`config.mk`:
```
export PLATFORM = sky130hd
export DESIGN_NAME = avg_iir_sched
export DESIGN_NICKNAME = d
export VERILOG_FILES = /design/src/rtl/avg_iir_sched.sv
export SDC_FILE = /design/constraint.sdc
export NUM_CORES = 1
export LEC_CHECK = 0
export BUFFER_PORTS_ARGS = -buffer_cell sky130_fd_sc_hd__buf_2
export CORE_MARGIN = 2
export CORE_UTILIZATION = 53
export CTS_BUF_LIST = sky130_fd_sc_hd__clkbuf_16
export DETAILED_ROUTE_END_ITERATION = 10
export GPL_ROUTABILITY_DRIVEN = 0
export PLACE_DENSITY = 0.86
export REMOVE_ABC_BUFFERS = 1
export SLEW_MARGIN = 20
export SYNTH_ARGS = -nofsm -noshare
export SYNTH_HDL_FRONTEND = slang
export SYNTH_SLANG_ARGS = --single-unit
```
`constraint.sdc`:
```
create_clock -name i_clk -period 8.5 [get_ports i_clk]
set_input_delay 0.425 -clock i_clk [delete_from_list [all_inputs] [get_ports i_clk]]
set_output_delay 0.425 -clock i_clk [all_outputs]
set_load 0.05 [all_outputs]
```
`src/rtl/avg_iir_sched.sv`:
```
// avg_iir_sched: round-robin scheduler sharing one avg_iir datapath across
// N_CH channels, with credit-limited issue, FWFT result FIFO and flush/clear.
// Ports: i_clk/i_rst; i_ch_valid/i_ch_data/o_ch_ready channel inputs;
// o_iir_valid/data/ch/clr to datapath; i_iir_valid/data/ch from datapath;
// o_res_valid/data/ch with i_res_ready result stream; i_flush, o_busy, o_err.
module avg_iir_sched #(
    parameter  int N_CH       = 8,
    parameter  int DATA_W     = 24,
    parameter  int FIFO_DEPTH = 4,
    localparam int CH_W       = $clog2(N_CH)
) (
    input  logic                   i_clk,
    input  logic                   i_rst,
    input  logic [N_CH-1:0]        i_ch_valid,
    input  logic [N_CH*DATA_W-1:0] i_ch_data,
    output logic [N_CH-1:0]        o_ch_ready,
    output logic                   o_iir_valid,
    output logic [DATA_W-1:0]      o_iir_data,
    output logic [CH_W-1:0]        o_iir_ch,
    output logic                   o_iir_clr,
    input  logic                   i_iir_valid,
    input  logic [DATA_W-1:0]      i_iir_data,
    input  logic [CH_W-1:0]        i_iir_ch,
    output logic                   o_res_valid,
    output logic [DATA_W-1:0]      o_res_data,
    output logic [CH_W-1:0]        o_res_ch,
    input  logic                   i_res_ready,
    input  logic                   i_flush,
    output logic                   o_busy,
    output logic                   o_err
);

    typedef enum logic [1:0] {
        IDLE,
        ISSUE,
        DRAIN,
        CLEAR
    } state_t;

    localparam int AW = $clog2(FIFO_DEPTH);
    localparam int CW = $clog2(FIFO_DEPTH + 1);
    localparam int EW = CH_W + DATA_W;

    localparam logic [CW-1:0]   CRED_MAX = CW'(FIFO_DEPTH);
    localparam logic [CH_W-1:0] CH_LAST  = CH_W'(N_CH - 1);

    state_t          state_q, state_d;
    logic [CH_W-1:0] grant_q, grant_d;
    logic [CH_W-1:0] last_q, last_d;
    logic [CW-1:0]   credits_q, credits_d;
    logic            flush_q, flush_d;
    logic            err_q, err_d;
    logic [AW:0]     wr_q, rd_q;
    logic [EW-1:0]   mem_q [FIFO_DEPTH];

    logic [DATA_W-1:0] ch_data [N_CH];
    logic [AW:0]       count;
    logic              empty, full, push, pop, issue;
    logic              rr_found;
    logic [CH_W-1:0]   rr_pick;
    logic [CH_W:0]     rr_sum;
    logic [EW-1:0]     head;

    always_comb begin
        for (int k = 0; k < N_CH; k++) begin
            ch_data[k] = i_ch_data[k*DATA_W +: DATA_W];
        end
    end

    assign count = wr_q - rd_q;
    assign empty = (count == '0);
    assign full  = (count == (AW+1)'(FIFO_DEPTH));
    assign pop   = !empty && i_res_ready;
    // A full FIFO still accepts a push when the head leaves in the same cycle.
    assign push  = i_iir_valid && (!full || pop);
    assign issue = (state_q == ISSUE) && i_ch_valid[grant_q];
    assign head  = mem_q[rd_q[AW-1:0]];

    // Search upward from last+1 with wrap; last itself is checked last.
    always_comb begin
        rr_found = 1'b0;
        rr_pick  = last_q;
        rr_sum   = '0;
        for (int i = 1; i <= N_CH; i++) begin
            rr_sum = {1'b0, last_q} + (CH_W+1)'(i);
            if (rr_sum >= (CH_W+1)'(N_CH)) begin
                rr_sum = rr_sum - (CH_W+1)'(N_CH);
            end
            if (!rr_found && i_ch_valid[rr_sum[CH_W-1:0]]) begin
                rr_found = 1'b1;
                rr_pick  = rr_sum[CH_W-1:0];
            end
        end
    end

    always_comb begin
        state_d     = state_q;
        grant_d     = grant_q;
        last_d      = last_q;
        flush_d     = flush_q | i_flush;
        o_ch_ready  = '0;
        o_iir_valid = 1'b0;
        o_iir_data  = '0;
        o_iir_ch    = '0;
        o_iir_clr   = 1'b0;
        unique case (state_q)
            IDLE: begin
                if (flush_d) begin
                    state_d = DRAIN;
                end else if (credits_q != '0 && rr_found) begin
                    grant_d = rr_pick;
                    state_d = ISSUE;
                end
            end
            ISSUE: begin
                o_ch_ready  = N_CH'(1) << grant_q;
                o_iir_valid = i_ch_valid[grant_q];
                o_iir_data  = ch_data[grant_q];
                o_iir_ch    = grant_q;
                if (issue) begin
                    last_d = grant_q;
                end
                state_d = flush_d ? DRAIN : IDLE;
            end
            DRAIN: begin
                if (credits_q == CRED_MAX) begin
                    state_d = CLEAR;
                end
            end
            CLEAR: begin
                // A flush landing here is absorbed by this clear.
                o_iir_clr = 1'b1;
                flush_d   = 1'b0;
                last_d    = CH_LAST;
                state_d   = IDLE;
            end
            default: state_d = IDLE;
        endcase
    end

    always_comb begin
        credits_d = credits_q;
        if (issue && !pop) begin
            credits_d = credits_q - 1'b1;
        end else if (pop && !issue && credits_q != CRED_MAX) begin
            credits_d = credits_q + 1'b1;
        end
        err_d = err_q | (i_iir_valid && full && !pop);
    end

    always_ff @(posedge i_clk or posedge i_rst) begin
        if (i_rst) begin
            state_q   <= IDLE;
            grant_q   <= '0;
            last_q    <= CH_LAST;
            credits_q <= CRED_MAX;
            flush_q   <= 1'b0;
            err_q     <= 1'b0;
            wr_q      <= '0;
            rd_q      <= '0;
        end else begin
            state_q   <= state_d;
            grant_q   <= grant_d;
            last_q    <= last_d;
            credits_q <= credits_d;
            flush_q   <= flush_d;
            err_q     <= err_d;
            if (push) begin
                wr_q <= wr_q + 1'b1;
            end
            if (pop) begin
                rd_q <= rd_q + 1'b1;
            end
        end
    end

    always_ff @(posedge i_clk) begin
        if (push) begin
            mem_q[wr_q[AW-1:0]] <= {i_iir_ch, i_iir_data};
        end
    end

    assign o_res_valid = !empty;
    assign o_res_data  = empty ? '0 : head[DATA_W-1:0];
    assign o_res_ch    = empty ? '0 : head[EW-1:DATA_W];
    assign o_busy      = (state_q != IDLE) || (credits_q != CRED_MAX);
    assign o_err       = err_q;

endmodule

```
* Word-level counts from Yosys, hierarchy flattened
Memory sizes are Yosys's and may differ from the RTL's.
Index checks and enable logic that the tools add are counted.
** Cells by class
- Add/sub/neg operators :: 21
- Eq/ne operators :: 9
- Bitwise logic cells :: 4
- Mux-type cells :: 64
- Shift-type cells :: 1
- Order comparisons :: 18
- Reduce and logical (&&, ||, !) cells :: 38
** Operators by type and width (number)
- 24-bit two-way mux :: 4
- 24-bit binary-select mux with 3-bit select :: 1
- 3-bit two-way mux :: 21
- 4-bit >= comparator, second input constant :: 9
- 3-bit by 4-bit less-than comparator with 1-bit output, second input constant :: 9
- 1-bit binary-select mux with 3-bit select :: 9
- 3-bit by 1-bit subtractor with 3-bit output, second input constant :: 9
- 1-bit two-way mux :: 22
- 3-bit by 3-bit adder with 4-bit output, second input constant :: 4
- 1-bit logical AND :: 16
- 1-bit logical NOT :: 11
- 3-bit by 1-bit adder with 3-bit output, second input constant :: 3
- 3-bit by 2-bit adder with 4-bit output, second input constant :: 2
- 2-bit two-way mux :: 4
- 8-bit two-way mux :: 1
- 2-bit case mux with 4 select lines :: 1
- 1-bit by 3-bit left shift with 8-bit output, first input constant :: 1
- 3-bit equality test, second input constant :: 2
- 3-bit != test, second input constant :: 2
- 3-bit case mux with 2 select lines :: 1
- 2-bit nonzero test :: 3
- 3-bit by 1-bit adder with 4-bit output, second input constant :: 1
- 3-bit by 4-bit adder with 4-bit output, second input constant :: 1
- 2-bit equality test, second input constant :: 2
- 12 further kinds :: 16
** Word-level totals
- Input port bits :: 232
- Memories :: 1
- Register bits :: 19
- Word-level logic and storage cells :: 164
- Memory bits (writable) :: 108
- Output and inout port bits :: 67
** Memory list
- mem_q :: words 4, width 27, rd ports 1, clocked after memory_dff 0, wr ports 1, RTL line 54 : logic [EW-1:0] mem_q [FIFO_DEPTH];

* Logic depth before layout (Yosys ltp)
- Word-level depth :: 31
- Gate-level depth with buffers :: 14

* Worst setup path before layout
Ideal clock, no wire load.
- Path kind :: reg-to-output
- From :: register rd_q[1]
- To :: output o_res_data[0]
- Stages on the path, launching flop included :: 11
- Path buffers :: 4
- Setup slack :: 5.187 ns
- Data arrival time :: 2.888 ns
- Data required time :: 8.075 ns
- Path through :: dfrtp_1 -> clkbuf_1 -> clkbuf_1 -> inv_1 -> ha_1 -> nor2b_1 -> xnor2_1 -> nand3_1 -> clkbuf_1 -> clkbuf_1 -> and2_1
** Between the ends
- Word-level cells in the longest chain between the ends :: 3
- Elaborated cells between the ends (all ways) :: 4
- Those cells by class :: add/sub: 1; mux: 1; reduce/logical: 1; memory: 1
** Ends and longest elaborated chain
- start, declared :: RTL line 53 : logic [AW:0] wr_q, rd_q;
- start signal, assigned :: RTL line 172 : rd_q <= rd_q + 1'b1;
- 3-bit subtractor :: RTL line 70 : assign count = wr_q - rd_q;
- 3-bit logical NOT :: RTL line 71 : assign empty = (count == '0);
- 24-bit two-way mux * :: RTL line 184 : assign o_res_data = empty ? '0 : head[DATA_W-1:0];
- end, declared :: RTL line 25 : output logic [DATA_W-1:0] o_res_data,
Every way passes the cells marked *; elsewhere a longest branch is shown, timed or not.

* Worst setup path in the final report
- From :: register rd_q[0]
- To :: register credits_q[2]
** Between the ends
- Word-level cells in the longest chain between the ends :: 7
- Elaborated cells between the ends (all ways) :: 10
- Those cells by class :: add/sub: 1; mux: 1; reduce/logical: 8
** Ends and longest elaborated chain
- 3-bit subtractor * :: RTL line 70
- 3-bit logical NOT * :: RTL line 71
- 1-bit logical NOT * :: RTL line 73 : assign pop = !empty && i_res_ready;
- 1-bit logical AND * :: RTL line 73
- 1-bit logical NOT / 1-bit logical AND (equally long branches) :: RTL line 143, 145
- 1-bit logical AND (on tied branches) :: RTL line 143, 145
- 3-bit two-way mux / 2-bit nonzero test (equally long branches)
- end signal, assigned :: RTL line 165 : credits_q <= credits_d;
- end, declared :: RTL line 50 : logic [CW-1:0] credits_q, credits_d;
Marks and branches as above.
A chain may end at the register's enable or synchronous reset.

==> impl_metrics.tcl <==
set metrics [dict create \
    finalSetupViolations 0 \
    grt_pass1_wl_um 34300 \
    grt_pass1_vias 6026 \
    final_cell_mix "298 x buf_2, 108 x edfxtp_1, 85 x mux4_2" \
    synth_seq_area_share_pct 49.4 \
    drt-wirelength-per-cell_um 24.5 \
    slew_viol_final 0 \
    ctsHoldBuffers 0 \
    async_flop_share_pct 15.0 \
    final_common_cell "buf_2" \
    cp_max_fo 30 \
    setup_tns_ns 0 \
    min_period_ns 4.17 \
    cp.required_ns 8.81 \
    end_kind "flop" \
    htree_num_levels 4 \
    fmax_mhz 240 \
    die_x_um 123 \
    p_leak_uw 0.00397 \
    cts_setup_buffers 0 \
    stdcell_count 982 \
    fin_skew_ns 0.0111 \
    clk_pin_slew_ns 0.05 \
    drt-total-wl_um 24000 \
    fin_crit_sh_pct 49.1 \
    grt_antenna_before_repair 12 \
    nNetsFinal 1021 \
    ys.flop_type "edfxtp_1" \
    crit_start "rd_q[0]" \
    synth_cells 489 \
    dp_slack_ns 4.27 \
    crit_path_start_kind "flop" \
    path_class "flop to flop" \
    initial_core_util_pct 54.3 \
    status "completed" \
    rsz0062_at_grt "no" \
    drtAntennaViolNets 0 \
    seqCellArea_um2 3730 \
    synth-edff-count 108 \
    top_level_ports 299 \
    fillers 934 \
    final_hold_viol_count 0 \
    yosys_warnings 0 \
    clock_sinks 127 \
    tightest_slew_ns 1.00 \
    cts_root_buffer "clkbuf_16" \
    port_buffers 298 \
    peakVddDrop_mv 0.187 \
    multi_input_area_um2 3600 \
    cts_tree "yes" \
    cts-resized-gates 0 \
    synthToLayoutAreaGrowth_pct 28.9 \
    numCtsBuffers 17 \
    die_height_um 123 \
    relSlewSlack_pct 33.0 \
    die_area_um2 15200 \
    worstPathArrival_ns 4.48 \
    clkLatencyLatePin_ns 0.40 \
    power.density_nw_per_um2 372 \
    max_cap_violations 0 \
    drive_gt1_share_pct 55.7 \
    coreArea_um2 13900 \
    syn_avg_cell_area_um2 15.4 \
    num_vias 5965 \
    synth_cell_types 55 \
    rows 43 \
    power.total_uw 3620 \
    drtIter0Drc 534 \
    first_pass_iters 5 \
    grt_overflow_total 0 \
    ctsLongestPathBuffers 2 \
    grt_start_max_net_pins 59 \
    dp_cells 939 \
    worstReg2RegStart "rd_q[0]" \
    hp-class "input pin to asynchronous set/reset pin" \
    drc 0 \
    ys_seq_elements 127 \
    postLayoutSetupSlackWorst_ns 4.33 \
    hpwl_um 18400 \
    syn_area_um2 7540 \
    vias_per_cell 6.07 \
    grt_usage_pct 31.4 \
]
## worst max-delay path: stages, from the launching register on
cell      delay, ns
dfrtp_2        1.01
ha_1           0.27
nor2b_1        0.16
xnor2_1        0.16
nand3_1        0.75
and2_1         0.57
nand2b_1       0.21
fa_1           0.42
o311ai_0       0.37
o21ai_0        0.16
## area by class of cell
cell class | instances | share of cell area (%)
repair buffers | 306 | 16.2
multi-input cells | 312 | 37.0
well taps | 180 | 2.32
diodes | 10 | 0.257
clock buffers | 17 | 4.38
inverters | 15 | 0.579
clock inverters | 15 | 0.927
flip-flops and latches | 127 | 38.4
## cell usage after synthesis (all sizes together) (3+ instances only)
master	n	area share (%)
edfxtp	108	43
mux4	88	26
nor2	45	2.2
and2	37	3.1
mux2i	31	4.3
clkbuf	24	1.6
dfrtp	15	5.0
inv	15	0.75
nand2	15	0.75
buf	11	0.66
mux2	10	1.6
ha	9	1.5
nor3	8	0.53
xnor2	8	1.0
a21oi	6	0.40
o21ai	6	0.40
nand2b	5	0.41
a31oi	4	0.33
dfstp	4	1.4
nand3b	3	0.30
nor2b	3	0.25
nor4	3	0.41
xor2	3	0.35
## sequential cells by signal (all words and copies together), names as in the netlist
register / flops
mem_q: 108
credits_q: 3
grant_q: 3
last_q: 3
rd_q: 3
wr_q: 3
state_q: 2
flush_q: 1
o_err: 1
## metal layers
layer | vias up | wire length (µm) | part of all wire (%) | track usage (%)
li1 | 2536 | - | - | -
met1 | 2962 | 8470 | 35 | 37.7
met2 | 378 | 12200 | 51 | 50.6
met3 | 81 | 2490 | 10 | 12.0
met4 | 8 | 794 | 3.3 | 12.9
met5 | - | 92 | 0.38 | 5.90
## where the power goes
part           switching, µW  internal, µW  total [µW]  leakage (µW)
Clock                    233           388         621      0.000278
Sequential               185           849        1030       0.00120
Combinational           1190           771        1960       0.00248
Total                   1610          2010        3620       0.00397
## metrics by stage
step	cell area (µm²)	hold WS [ns]	utilization, %
finish	9720	0.136	70.0
global route	9720	0.203	70.0
CTS	9670	0.138	69.7
detailed placement	9150	0.442	65.9
global placement	9150	0.437	65.9
floorplan	7380	0.373	-
## kinds of logic (layout without fill, tap and decap cells)
family,count (synthesis),count (layout),synth area share [%]
multiplexers,129,129,32.3
buffers and inverters,50,353,2.97
AO/OA/AOI/OAI,36,36,3.37
flip-flops,127,127,49.4
adder cells (fa/ha/maj),10,10,1.76
other,0,10,0
AND/OR/NAND/NOR,126,126,8.82
XOR/XNOR,11,11,1.38
## worst paths after layout
kind	endpoint	slack (ns)	cells after the start
worst min register to register	o_err	0.46	1
max in group asynchronous	grant_q[0]	7.81	2
min in group i_clk	mem_q[1][3]	0.24	1
worst min-delay path	o_err	0.14	2
worst max-delay path	credits_q[2]	4.33	9
worst max register to register	credits_q[2]	4.33	9
(Power assumes the default switching activity.)
